[config.mk]
export PLATFORM = sky130hd
export DESIGN_NAME = piso_shift_tx
export DESIGN_NICKNAME = d
export VERILOG_FILES = /design/src/rtl/shift_pkg.sv /design/src/rtl/down_counter.sv /design/src/rtl/piso_shift_tx.sv
export SDC_FILE = /design/constraint.sdc
export NUM_CORES = 1
export LEC_CHECK = 0
export BUFFER_PORTS_ARGS = -buffer_cell sky130_fd_sc_hd__buf_4
export CAP_MARGIN = 5
export CORE_MARGIN = 2
export CORE_UTILIZATION = 25
export CTS_CLUSTER_SIZE = 40
export DETAILED_ROUTE_END_ITERATION = 10
export GPL_ROUTABILITY_DRIVEN = 1
export SLEW_MARGIN = 0
export SYNTH_ARGS = -nofsm -noshare
export SYNTH_HDL_FRONTEND = slang
export SYNTH_SLANG_ARGS = --single-unit
[constraint.sdc]
create_clock -name clk -period 1.75 [get_ports clk]
set_input_delay 0.175 -clock clk [delete_from_list [all_inputs] [get_ports clk]]
set_output_delay 0.175 -clock clk [all_outputs]
set_load 0.005 [all_outputs]
[src/rtl/shift_pkg.sv]
// Shared definitions for the PISO transmitter and its SIPO receiver:
// the state encoding, a constant clog2 helper and the default word width.
package shift_pkg;

  localparam int unsigned DEFAULT_WIDTH = 4;

  // Explicit encoding keeps the legacy IDLE=0 / SHIFT=1 state values.
  typedef enum logic [0:0] {
    IDLE  = 1'b0,
    SHIFT = 1'b1
  } state_t;

  function automatic int unsigned clog2(input int unsigned v);
    int unsigned r;
    r = 0;
    while ((64'd1 << r) < 64'(v)) begin
      r = r + 1;
    end
    return r;
  endfunction

endpackage

[src/rtl/down_counter.sv]
// Loadable down counter with a zero flag; used to frame words on both the
// transmit and receive sides.
module down_counter #(
  parameter int unsigned W = 2
) (
  input  logic         clk,
  input  logic         rst,
  input  logic         load,
  input  logic [W-1:0] load_val,
  input  logic         dec,
  output logic [W-1:0] cnt,
  output logic         zero
);

  always_ff @(posedge clk) begin
    if (rst) begin
      cnt <= '0;
    end else if (load) begin
      cnt <= load_val;
    end else if (dec) begin
      cnt <= cnt - W'(1);
    end
  end

  assign zero = (cnt == '0);

endmodule

[src/rtl/piso_shift_tx.sv]
// Parallel-in, serial-out shift transmitter with valid/ready word intake,
// per-bit valid strobe and an end-of-word done pulse.
module piso_shift_tx
  import shift_pkg::*;
#(
  parameter int unsigned WIDTH     = DEFAULT_WIDTH,
  parameter bit          LSB_FIRST = 1'b1
) (
  input  logic             clk,
  input  logic             rst,
  input  logic             load_valid,
  output logic             load_ready,
  input  logic [WIDTH-1:0] din,
  output logic             sout,
  output logic             sout_valid,
  output logic             busy,
  output logic             done
);

  localparam int unsigned CW = clog2(WIDTH);

  state_t           state;
  logic [WIDTH-1:0] shreg;
  logic [WIDTH-1:0] shreg_shifted;
  logic [CW-1:0]    cnt;
  logic             cnt_zero;
  logic             last;
  logic             accept;

  assign last       = (state == SHIFT) && cnt_zero;
  assign load_ready = !rst && ((state == IDLE) || last);
  assign accept     = load_valid && load_ready;
  assign done       = last;
  assign busy       = (state == SHIFT);
  assign sout_valid = (state == SHIFT);

  always_comb begin
    shreg_shifted = '0;
    sout          = 1'b0;
    if (LSB_FIRST) begin
      shreg_shifted = {1'b0, shreg[WIDTH-1:1]};
      if (state == SHIFT) sout = shreg[0];
    end else begin
      shreg_shifted = {shreg[WIDTH-2:0], 1'b0};
      if (state == SHIFT) sout = shreg[WIDTH-1];
    end
  end

  down_counter #(
    .W(CW)
  ) u_bit_cnt (
    .clk     (clk),
    .rst     (rst),
    .load    (accept),
    .load_val(CW'(WIDTH - 1)),
    .dec     ((state == SHIFT) && !cnt_zero),
    .cnt     (cnt),
    .zero    (cnt_zero)
  );

  // On the last bit a pending word reloads directly, giving a gapless
  // stream; otherwise the final shift leaves shreg all-zero for IDLE.
  always_ff @(posedge clk) begin
    if (rst) begin
      state <= IDLE;
      shreg <= '0;
    end else begin
      unique case (state)
        IDLE: begin
          if (accept) begin
            shreg <= din;
            state <= SHIFT;
          end
        end
        SHIFT: begin
          if (accept) begin
            shreg <= din;
          end else begin
            shreg <= shreg_shifted;
            if (last) state <= IDLE;
          end
        end
        default: state <= IDLE;
      endcase
    end
  end

endmodule
==> impl_summary.md, run 1 <==
Floorplan
Row generation in the floorplan step produced 13 rows. From left edge to right edge, the die measures 42.7 um. Pin placement for this block handled 12 I/O pins. The total die area is 1820 um2. The die is 42.7 um tall. Once the floorplan was initialized, standard cells occupied 27.7% of the core. The total core area is 1350 um2.

Power
Registers are responsible for 44.4% of the overall power. The leakage power summed over all cells is 0.206 nW. The power per standard cell area is 885 nW/um2. Of the total power, combinational logic draws 19.7%. Net switching is 26.7% of the power. The part of the power in the clock network is 35.9%. For this design the total switching power over the nets is 0.000112 W. Internal power comes to 0.000308 W. The worst vdd rail ir drop is 0.441 mV.

Place
The placement-stage worst setup slack is 0.402 ns. Detailed placement finished with a half-perimeter wire length of 492 um. The placer's final routability congestion estimate is 0.661. In this run the cell area measured after placement is 448 um2. The number of buffers inserted by port buffering is 11.

Flow run
The tool flagged a number of max-cap violations equal to 0.

STA
For the pin with the worst max-slew slack, the measured transition is 0.394 ns. For the finished layout, the period the worst path requires is 1.58 ns. For the final database, setup skew stands at 0.00251 ns. The sum of negative setup slack is 0 ns.

The tightest hold margin is 0.148 ns. The worst relative slew slack is 73.7%. The final-report max-slew violation count is 0. Setup repair after global routing left no endpoint under its margin.

The final count of negative-setup-slack endpoints is 0. For this run, the top clock speed supported by timing is 635 MHz. The final-report hold violation count was 0.

The part of the cycle the worst path needs is 90.0%. In the post-route analysis, the smallest setup slack over all paths is 0.175 ns.

Worst setup path
The kind of cell with the highest combined delay on the critical path is flip-flops. The critical path is of the reg -> out type. The largest single stage delay on the critical path is 0.38 ns. The worst register-to-register path has a setup slack of 0.38 ns. Data on the critical path is required at its endpoint by 1.57 ns.

The worst setup path is launched from a flop. In this run the worst path has a maximum fanout of 6. The category of the worst setup path capture point is an output pin. At the worst endpoint, the arrival time is 1.40 ns. The slowest cell on the critical path is sky130_fd_sc_hd__dfxtp_1. The signal on the critical path passes through inv_1 > ha_1 > and2b_4 > nor2_1 > buf_4. The buffer and inverter count on the worst path is 2.

Clocking
The total of hold buffers inserted after clock tree synthesis is 0. Clock latency on the worst-skew pair, taken at its later pin, is 0.26 ns. The buffer cell driving the clock tree root is sky130_fd_sc_hd__clkbuf_4.

The number of CTS-inserted buffers is 3. The maximum level of the CTS H-tree is 1. The clock net sink count is 7. After clock tree synthesis, the repair step resized 0 gates. The maximum clock insertion buffer count is 2. After clock tree synthesis, the clock-pin slew on the worst setup and hold paths is 0.05 ns. TritonCTS built the clock tree. The count of buffers added by post-CTS timing repair for setup is 0.

GRT
The first-pass GRT wire length is 1.24 mm. Entering global routing, the biggest net connects 14 pins. The sum of overflow across all layers after global routing is 0. The initial antenna violation count came to 0.

In the global route stage, overall resource usage came out at 9.54%. The number of global-route vias before repair is 271.

Detailed routing
Across all layers, the routed design uses 306 vias. After detailed routing, the average wire length per cell comes to 11.2 um. The final layout contains routed wiring with a total length of 738 um.

The count of nets left with antenna violations once routing finished came out at 0. The via density per instance is 4.64. The post-detailed-route DRC marker count is 0.

The detailed router finished its first iteration with 10 violations. The number of detailed-routing iterations run before antenna repair is 3.

Logic synthesis
The area fraction of the dominant cell type after synthesis is 37.5%. The synthesized net count is 48. In this run the cell area of the synthesized design comes to 374 um2.

After synthesis the netlist holds a flip-flop and latch count of 7. The library cell occupying the most area in the post-synthesis netlist is sky130_fd_sc_hd__dfxtp_1. The number of different library cells in the post-synthesis netlist is 17. After synthesis, the most frequently instantiated cells are sky130_fd_sc_hd__dfxtp_1, sky130_fd_sc_hd__inv_1, sky130_fd_sc_hd__nor2_1. The mean area per synthesized cell is 9.35 um2. Sequential cells were found to cover 37.5% of the synthesized design area. The fraction of registers with async set/reset is 0%.

During synthesis, Yosys emitted a total of 0 warnings. The most numerous cell in the Yosys netlist is sky130_fd_sc_hd__dfxtp_1. The dominant synthesized flop cell is sky130_fd_sc_hd__dfxtp_1.

In this run, synthesis inferred 0 flip-flops with an integrated enable. Ranked by total cell area, the synthesized netlist is headed by sky130_fd_sc_hd__dfxtp_1, sky130_fd_sc_hd__a221oi_1, sky130_fd_sc_hd__a311oi_1. The synthesized instance count is 40.

Finish
At the end of the flow the core is filled with cells to 35.1%. Of the cells placed in the final design, the portion with a size suffix greater than 1 is 39.2%. Compared with the post-synthesis result, the final layout area differs by 26.8%.

The number of diodes added for antenna fixing is 0. The final net count is 60. The cell area after layout is 474 um2.

Outcome
The flow ran to the end, and the final reports show no timing, DRC or antenna violations.

Min path
The tightest min-delay check is of the in -> reg type.
worst paths after layout:
| kind | from | end | cells after the start |
|---|---|---|---|
| setup / recovery | u_bit_cnt.cnt[0] | load_ready | 5 |
| hold / removal | rst | u_bit_cnt.cnt[1] | 2 |
| setup reg to reg | u_bit_cnt.cnt[0] | shreg[1] | 5 |
| hold reg to reg | shreg[3] | shreg[3] | 2 |
metal layers:
layer | track usage [%] | up-vias | routed length, um
met5 | 0 | - | 0
met2 | 11.5 | 12 | 292
met1 | 12.1 | 134 | 384
li1 | - | 160 | -
met3 | 7.66 | 0 | 61
met4 | 3.75 | 0 | 0
flip-flops by register name, indices dropped and copies added (netlist names):
| register | count |
|---|---|
| busy | 1 |
| u_bit_cnt.cnt | 2 |
| shreg | 4 |
metrics by stage:
step | instances | power (W)
2_1_floorplan | 40 | 0.000247
3_3_place_gp | 62 | 0.000271
3_5_place_dp | 62 | 0.000272
4_1_cts | 66 | 0.000427
5_1_grt | 66 | 0.000452
6_report | 66 | 0.000420
layout make-up:
type                       count  area, um2
timing repair buffer          11       82.6
sequential                     7        140
inverter                       5       18.8
multi-input combinational     24        188
tap                           15       18.8
fill                         151        876
clock buffer                   4       26.3
power by group through the flow:
stage	Combinational (W)	Sequential, W	Clock, W
floorplan	0.0000622	0.000185	0
global placement	0.0000819	0.000189	0
detailed placement	0.0000824	0.000189	0
CTS	0.0000829	0.000186	0.000158
global route	0.0000918	0.000188	0.000172
finish	0.0000828	0.000186	0.000151
worst reg2reg max path, stage by stage (launching register included):
cell                       delay, ns
sky130_fd_sc_hd__dfxtp_1        0.38
sky130_fd_sc_hd__inv_1          0.06
sky130_fd_sc_hd__ha_1           0.21
sky130_fd_sc_hd__nand2b_2       0.24
sky130_fd_sc_hd__a221oi_1       0.28
sky130_fd_sc_hd__a311oi_1       0.08
kinds of logic after synthesis:
group	Yosys count	share of synthesized area, %
compound gates	9	23.1
simple gates	14	23.7
buf+inv	9	12.4
flops	7	37.5
fa+ha+maj	1	3.34
cells in the final DEF (no fill, tap or decap), types with 2 or more instances in the layout:
cell,count
sky130_fd_sc_hd__nor2_1,5
sky130_fd_sc_hd__dfxtp_1,7
sky130_fd_sc_hd__and2_1,2
sky130_fd_sc_hd__a221oi_1,3
sky130_fd_sc_hd__a211oi_2,2
sky130_fd_sc_hd__nor2b_1,3
sky130_fd_sc_hd__clkbuf_4,3
sky130_fd_sc_hd__inv_1,5
sky130_fd_sc_hd__nor3_2,2
sky130_fd_sc_hd__buf_4,11
sky130_fd_sc_hd__a311oi_1,3
(Power assumes the default switching activity.)
==> inputs of run 2 (changes only) <==
==> constraint.sdc (replaced) <==
create_clock -name clk -period 1.8 [get_ports clk]
set_input_delay 0.18 -clock clk [delete_from_list [all_inputs] [get_ports clk]]
set_output_delay 0.18 -clock clk [all_outputs]
set_load 0.005 [all_outputs]
==> run 2 against run 1 <==
Against the previous run:
- clock skew rose by 0.00051 ns
- largest power group unchanged
- register-to-register slack improved by 0.07 ns
- first-iteration DRC count fell by 60%
- critical path depth did not move
- global-route usage fell by 0.63 points
- power fell by 4.0%
- clock power fell by 5%
- cell count did not move
- highest routed layer is now met4
- via count rose by 0.33%
- clock-buffer cell count did not move
- final area did not move
- flip-flop and latch count did not move
==> impl_summary.md, run 2 (synthesis results as in run 1) <==
Place
Detailed placement finished with a half-perimeter wire length of 531 um. The placement-stage worst setup slack is 0.448 ns. The congestion estimate from routability-driven global placement came to 0.654. The number of buffers inserted by port buffering is 11. The instance count after placement with tap cells included is 62.

Worst setup path
The signal on the critical path passes through inv_1 > ha_1 > and2b_4 > nor2_1 > buf_4. The delay of the slowest cell on the worst path is 0.37 ns. The arrival time of the worst setup path is 1.36 ns. The kind of cell with the highest combined delay along the critical path is flip-flops. The biggest fanout along the worst timing path is 6.

STA classifies the critical path endpoint as an output pin. The classification of the worst setup path is reg -> out. Among all stages on the critical path, the largest delay is contributed by sky130_fd_sc_hd__dfxtp_1. The required arrival time at the worst endpoint is 1.62 ns. Together, buffers and inverters on the worst path number 2. STA classifies the critical path startpoint as a flop.

Floorplan
The core region is 1350 um2. The placement row count is 13. The die covers 1820 um2. The effective utilization at floorplan is 27.7%.

The number of top-level design ports is 12. From bottom edge to top edge, the die measures 42.7 um. The chip width is 42.7 um.

STA
Summed over all failing endpoints, the final setup total negative slack is 0 ns. The final-report max-slew violation count was 0. The worst relative slew slack is 71.7%. Timing would allow up to 648 MHz. The final-report hold violation count is 0. The worst clock skew on the final layout is 0.00302 ns.

The final count of negative-setup-slack endpoints is 0. Setup repair after global routing left no endpoint under its margin. Dividing the final minimum period by the clock period gives 85.7%.

The clock period minus worst slack is 1.54 ns. The measured slew at the worst slew-check pin is 0.424 ns. The worst setup slack after layout is 0.257 ns.

Outcome
The run finished with clean final reports.

GRT
The pin count of the biggest net entering global routing is 14. The sum of overflow across all layers after global routing is 0. The overall global routing resource usage is 8.92%. The first-pass GRT wire length is 1.20 mm. The initial antenna violation count came to 0. The number of global-route vias before repair is 265.

Detailed routing
Summed over all nets, wire length on met2 after detailed routing comes to 297 um. For this block, the routed nets add up to 709 um of wire. Using the TritonRoute via totals, the vias-per-cell ratio works out to 4.65. In the final routed layout, each cell accounts on average for 10.7 um. For this run, the detailed router's first-pass iteration total came to 3. The post-route met1 wirelength is 345 um. The remaining number of nets flagged by the antenna check after routing is 0. Detailed routing placed a total of 51 um of wire on met3. The routed layout has 307 vias. The number of DRC markers in iteration 0 is 4.

The uppermost layer routed is met4. After detailed routing, the number of remaining DRC violations is 0.

Clocking
The TritonCTS clock tree is done. The number of CTS-inserted buffers is 3. The buffer cell driving the clock tree root is sky130_fd_sc_hd__clkbuf_4. The total of hold buffers inserted after clock tree synthesis is 0. After clock tree synthesis, the clock-pin slew on the worst setup and hold paths is 0.05 ns. In this run the number of H-tree levels came out at 1.

The clock net sink count is 7. The count of instances resized after the clock tree is built is 0. The maximum clock insertion buffer count is 2. The count of buffers added by post-CTS timing repair for setup is 0. The clock latency reported for the late side of the worst-skew pair is 0.24 ns.

Finish
The flip-flop count of the largest register after layout is 4. The final net count is 60. Leaving out fill and tap cells, the most frequent cell in the layout is sky130_fd_sc_hd__buf_4. The top cell types in the final layout, fill and taps aside, are sky130_fd_sc_hd__buf_4, sky130_fd_sc_hd__dfxtp_1, sky130_fd_sc_hd__inv_1, sky130_fd_sc_hd__nor2_1. Cells fill 35.1% of the core in the end.

The number of diodes added for antenna fixing is 0. Compared with the post-synthesis result, the final layout area differs by 26.8%. The register with the most flip-flops is shreg.

The post-route non-filler standard cell count is 66. The fraction of final layout cells with drive strength greater than 1 is 39.2%.

Power
Power comes to 0.000403 W. The power per standard cell area is 850 nW/um2. The analysis attributes to cell leakage a power of 0.206 nW. The worst vdd rail ir drop is 0.294 mV.

Min path
The class of the most critical hold timing path is in -> reg.

Flow run
The max-capacitance violation count is 0.
==> run 2: area by class of cell <==
type / instances / area, um2
multi-input cells: 24 / 188
repair buffers: 11 / 82.6
clock buffers: 4 / 26.3
well taps: 15 / 18.8
fillers: 139 / 876
inverters: 5 / 18.8
flip-flops and latches: 7 / 140
==> run 2: worst reg2reg max path, cell delays in order, from the launching register on <==
cell	delay, ns
sky130_fd_sc_hd__dfxtp_1	0.37
sky130_fd_sc_hd__inv_1	0.06
sky130_fd_sc_hd__ha_1	0.21
sky130_fd_sc_hd__nand2b_2	0.23
sky130_fd_sc_hd__a221oi_1	0.28
sky130_fd_sc_hd__a311oi_1	0.09
==> run 2: through the flow <==
stage               instance area, um2  hold WS (ns)
finish                             474         0.166
global route                       474         0.171
CTS                                474         0.162
detailed placement                 448         0.421
global placement                   448         0.420
floorplan                          374         0.343
==> run 2: path summary, 6_finish.rpt <==
path                         start                to  slack (ns)  depth (start not counted)
setup reg to reg  u_bit_cnt.cnt[0]          shreg[2]        0.45                          5
hold / removal                 rst  u_bit_cnt.cnt[1]        0.17                          2
hold reg to reg           shreg[3]          shreg[3]        0.49                          2
setup / recovery  u_bit_cnt.cnt[0]        load_ready        0.26                          5
==> run 2: where the power goes <==
| part | switching (W) | internal [W] | total [W] | leakage [nW] |
|---|---|---|---|---|
| combinational | 0.0000339 | 0.0000451 | 0.0000790 | 0.132 |
| clock | 0.0000579 | 0.0000846 | 0.000143 | 0.0150 |
| sequential | 0.0000129 | 0.000169 | 0.000182 | 0.0583 |
==> run 2: routing by layer <==
| metal | vias up | global-route usage (%) |
|---|---|---|
| met3 | 2 | 4.26 |
| met4 | 0 | 5.63 |
| met1 | 133 | 12.1 |
| met5 | - | 0 |
| met2 | 11 | 10.9 |
| li1 | 161 | - |
==> inputs of run 3 (changes only) <==
--- a/config.mk
+++ b/config.mk
@@ -5,7 +5,7 @@
 export SDC_FILE = /design/constraint.sdc
 export NUM_CORES = 1
 export LEC_CHECK = 0
-export BUFFER_PORTS_ARGS = -buffer_cell sky130_fd_sc_hd__buf_4
+export BUFFER_PORTS_ARGS = -buffer_cell sky130_fd_sc_hd__buf_2
 export CAP_MARGIN = 5
 export CORE_MARGIN = 2
 export CORE_UTILIZATION = 25
==> constraint.sdc (replaced) <==
create_clock -name clk -period 1.8 [get_ports clk]
set_input_delay 0.36 -clock clk [delete_from_list [all_inputs] [get_ports clk]]
set_output_delay 0.36 -clock clk [all_outputs]
set_load 0.005 [all_outputs]
==> run 3 against run 2 <==
Against the previous run:
- clock-buffer cell count is the same
- hold slack gained 0.21 ns
- power shrank 2.5%
- non-clock buffer count grew 1
- wire length shrank 3.9%
- clock power shrank 3%
- worst setup slack lost 0.17 ns
- register-to-register slack is essentially flat
- sequential power shrank 2%
- clock skew grew 0.0033 ns
- die area is the same
- final area shrank 4.2%
- largest cell class unchanged
- largest power group unchanged
- highest routed layer unchanged
==> impl_summary.md, run 3 (synthesis results as in run 1) <==
Clocking
In this run the number of H-tree levels came out at 1. For this design, the sink count on the clock tree is 7. The count of buffers added by post-CTS timing repair for setup is 0. The total of hold buffers inserted after clock tree synthesis is 0. The clock latency reported for the late side of the worst-skew pair is 0.25 ns.

The longest clock path from root to sink contains 2 buffers. The number of gates resized after CTS was 0. Clock-pin slew was measured on the worst setup and hold paths at 0.05 ns. TritonCTS built the clock tree. The number of CTS-inserted buffers is 3. The buffer cell driving the clock tree root is sky130_fd_sc_hd__clkbuf_4.

GRT
Global routing used 8.33% of the available tracks across all layers. For this run the aggregate overflow at the end of global routing stands at 0. The first-pass GRT wire length is 1.10 mm. Entering global routing, the biggest net connects 12 pins. The number of global-route vias before repair is 256. The initial antenna violation count is 0.

Detailed routing
The detail route stage leaves a number of antenna-violating nets equal to 0. The via count of the routed design is 306. In the final routed layout, each cell accounts on average for 10.2 um.

The wire length after detailed routing is 681 um. For this block, the initial DRC count from the detailed router was 0. The via density per instance is 4.57. For this run, the detailed router's first-pass iteration total came to 1. In the routed design, unresolved DRC markers number 0.

STA
The worst relative slew slack is 83.2%. At the pin with the least slew margin, the transition time is 0.253 ns. The worst clock skew on the final layout is 0.00633 ns.

The tightest hold margin is 0.374 ns. The worst path meets setup with 0.0907 ns of slack. The final-report max-slew violation count was 0.

The sum of negative setup slack is 0 ns. Setup repair after global routing left no endpoint under its margin. The upper clock frequency limit is 585 MHz. The final-report hold violation count is 0.

In the finished design, the share of the clock period the worst path needs comes to 95.0%. The final count of negative-setup-slack endpoints is 0. The clock period minus worst slack is 1.71 ns.

Floorplan
The total core area is 1350 um2. The effective utilization at floorplan is 27.7%. The die extent in y is 42.7 um. For this design the top-level I/O count stands at 12.

The chip width is 42.7 um. The total die area is 1820 um2. The floorplan has 13 rows.

Finish
The growth of design area from synthesis to finish is 21.4%. The most common cell after layout, fill and taps aside is sky130_fd_sc_hd__buf_2. After filler insertion, the fill cell instance count of the layout stands at 139. The register with the most flip-flops in the final layout is shreg. The finished layout holds 67 standard cells, fillers aside. The number of diodes added for antenna fixing is 0. The fraction of final layout cells with drive strength greater than 1 is 40.4%. The register with the most flip-flops in the layout has 4 of them. The final net count is 61.

In the layout the commonest cells are sky130_fd_sc_hd__buf_2, sky130_fd_sc_hd__dfxtp_1, sky130_fd_sc_hd__inv_1, sky130_fd_sc_hd__nor2_1.

Worst setup path
The arrival time of the worst setup path is 1.35 ns. The largest individual stage delay along the critical path comes from the cell sky130_fd_sc_hd__dfxtp_1. The biggest fanout along the worst timing path is 6. The signal on the critical path passes through inv_1 > ha_1 > and2b_4 > nor2_1 > buf_2.

STA classifies the critical path startpoint as a flop. The delay of the slowest cell on the worst path is 0.37 ns. At the worst endpoint, the required time is 1.44 ns. The worst setup path is captured at an output pin. By startpoint and endpoint, the worst setup path is classified as reg -> out.

Flow run
The max-capacitance violation count is 0.

Outcome
The flow ran to the end, and the final reports show no timing, DRC or antenna violations.

Place
The number of buffers inserted by port buffering is 11. The placement-stage worst setup slack is 0.350 ns. The placer's final routability congestion estimate is 0.704. The HPWL after detailed placement is 517 um. The number of placed instances, taps included, is 63.

Min path
The tightest min-delay check is of the in -> reg type.

Power
The leakage power summed over all cells is 0.204 nW. In this run the power density over the cells is 866 nW/um2. The worst vdd rail ir drop is 0.268 mV.
## run 3: final cells by class
cell class                 instances  area, um2  area share, %
multi-input combinational         24        188           41.3
sequential                         7        140           30.9
timing repair buffer              12       62.6           13.8
clock buffer                       4       26.3           5.79
inverter                           5       18.8           4.13
tap                               15       18.8           4.13
## run 3: routing by layer
layer | up-vias | GRT usage [%] | share of wire, %
met5 | - | 0 | 0
met4 | 0 | 7.50 | 2.1
met3 | 2 | 2.55 | 6.3
met2 | 9 | 10.9 | 44
met1 | 131 | 10.6 | 47
li1 | 164 | - | -
## run 3: critical path, delay by kind of cell, from the launching register on
family | cells | cell delay, ns
flip-flops | 1 | 0.37
AND/OR/NAND/NOR | 2 | 0.35
adder cells (fa/ha/maj) | 1 | 0.21
buffers and inverters | 2 | 0.18
## run 3: through the flow
step | util [%] | total power (W) | cell area (um2)
6_report | 33.6 | 0.000393 | 454
5_1_grt | 33.6 | 0.000416 | 454
4_1_cts | 33.6 | 0.000399 | 454
3_5_place_dp | 31.7 | 0.000258 | 428
3_3_place_gp | 31.7 | 0.000257 | 428
2_1_floorplan | - | 0.000240 | 374
## run 3: where the power goes
part           total (W)  switching, W  internal [W]
logic          0.0000763     0.0000367     0.0000395
registers       0.000178    0.00000933      0.000169
clock network   0.000139     0.0000543     0.0000844
## run 3: path summary, 6_finish.rpt
| path | startpoint | end | slack (ns) | cells past startpoint |
|---|---|---|---|---|
| setup reg to reg | u_bit_cnt.cnt[0] | shreg[0] | 0.45 | 5 |
| hold reg to reg | shreg[3] | shreg[3] | 0.49 | 2 |
| setup / recovery | u_bit_cnt.cnt[0] | load_ready | 0.09 | 5 |
| hold / removal | din[1] | shreg[1] | 0.37 | 3 |
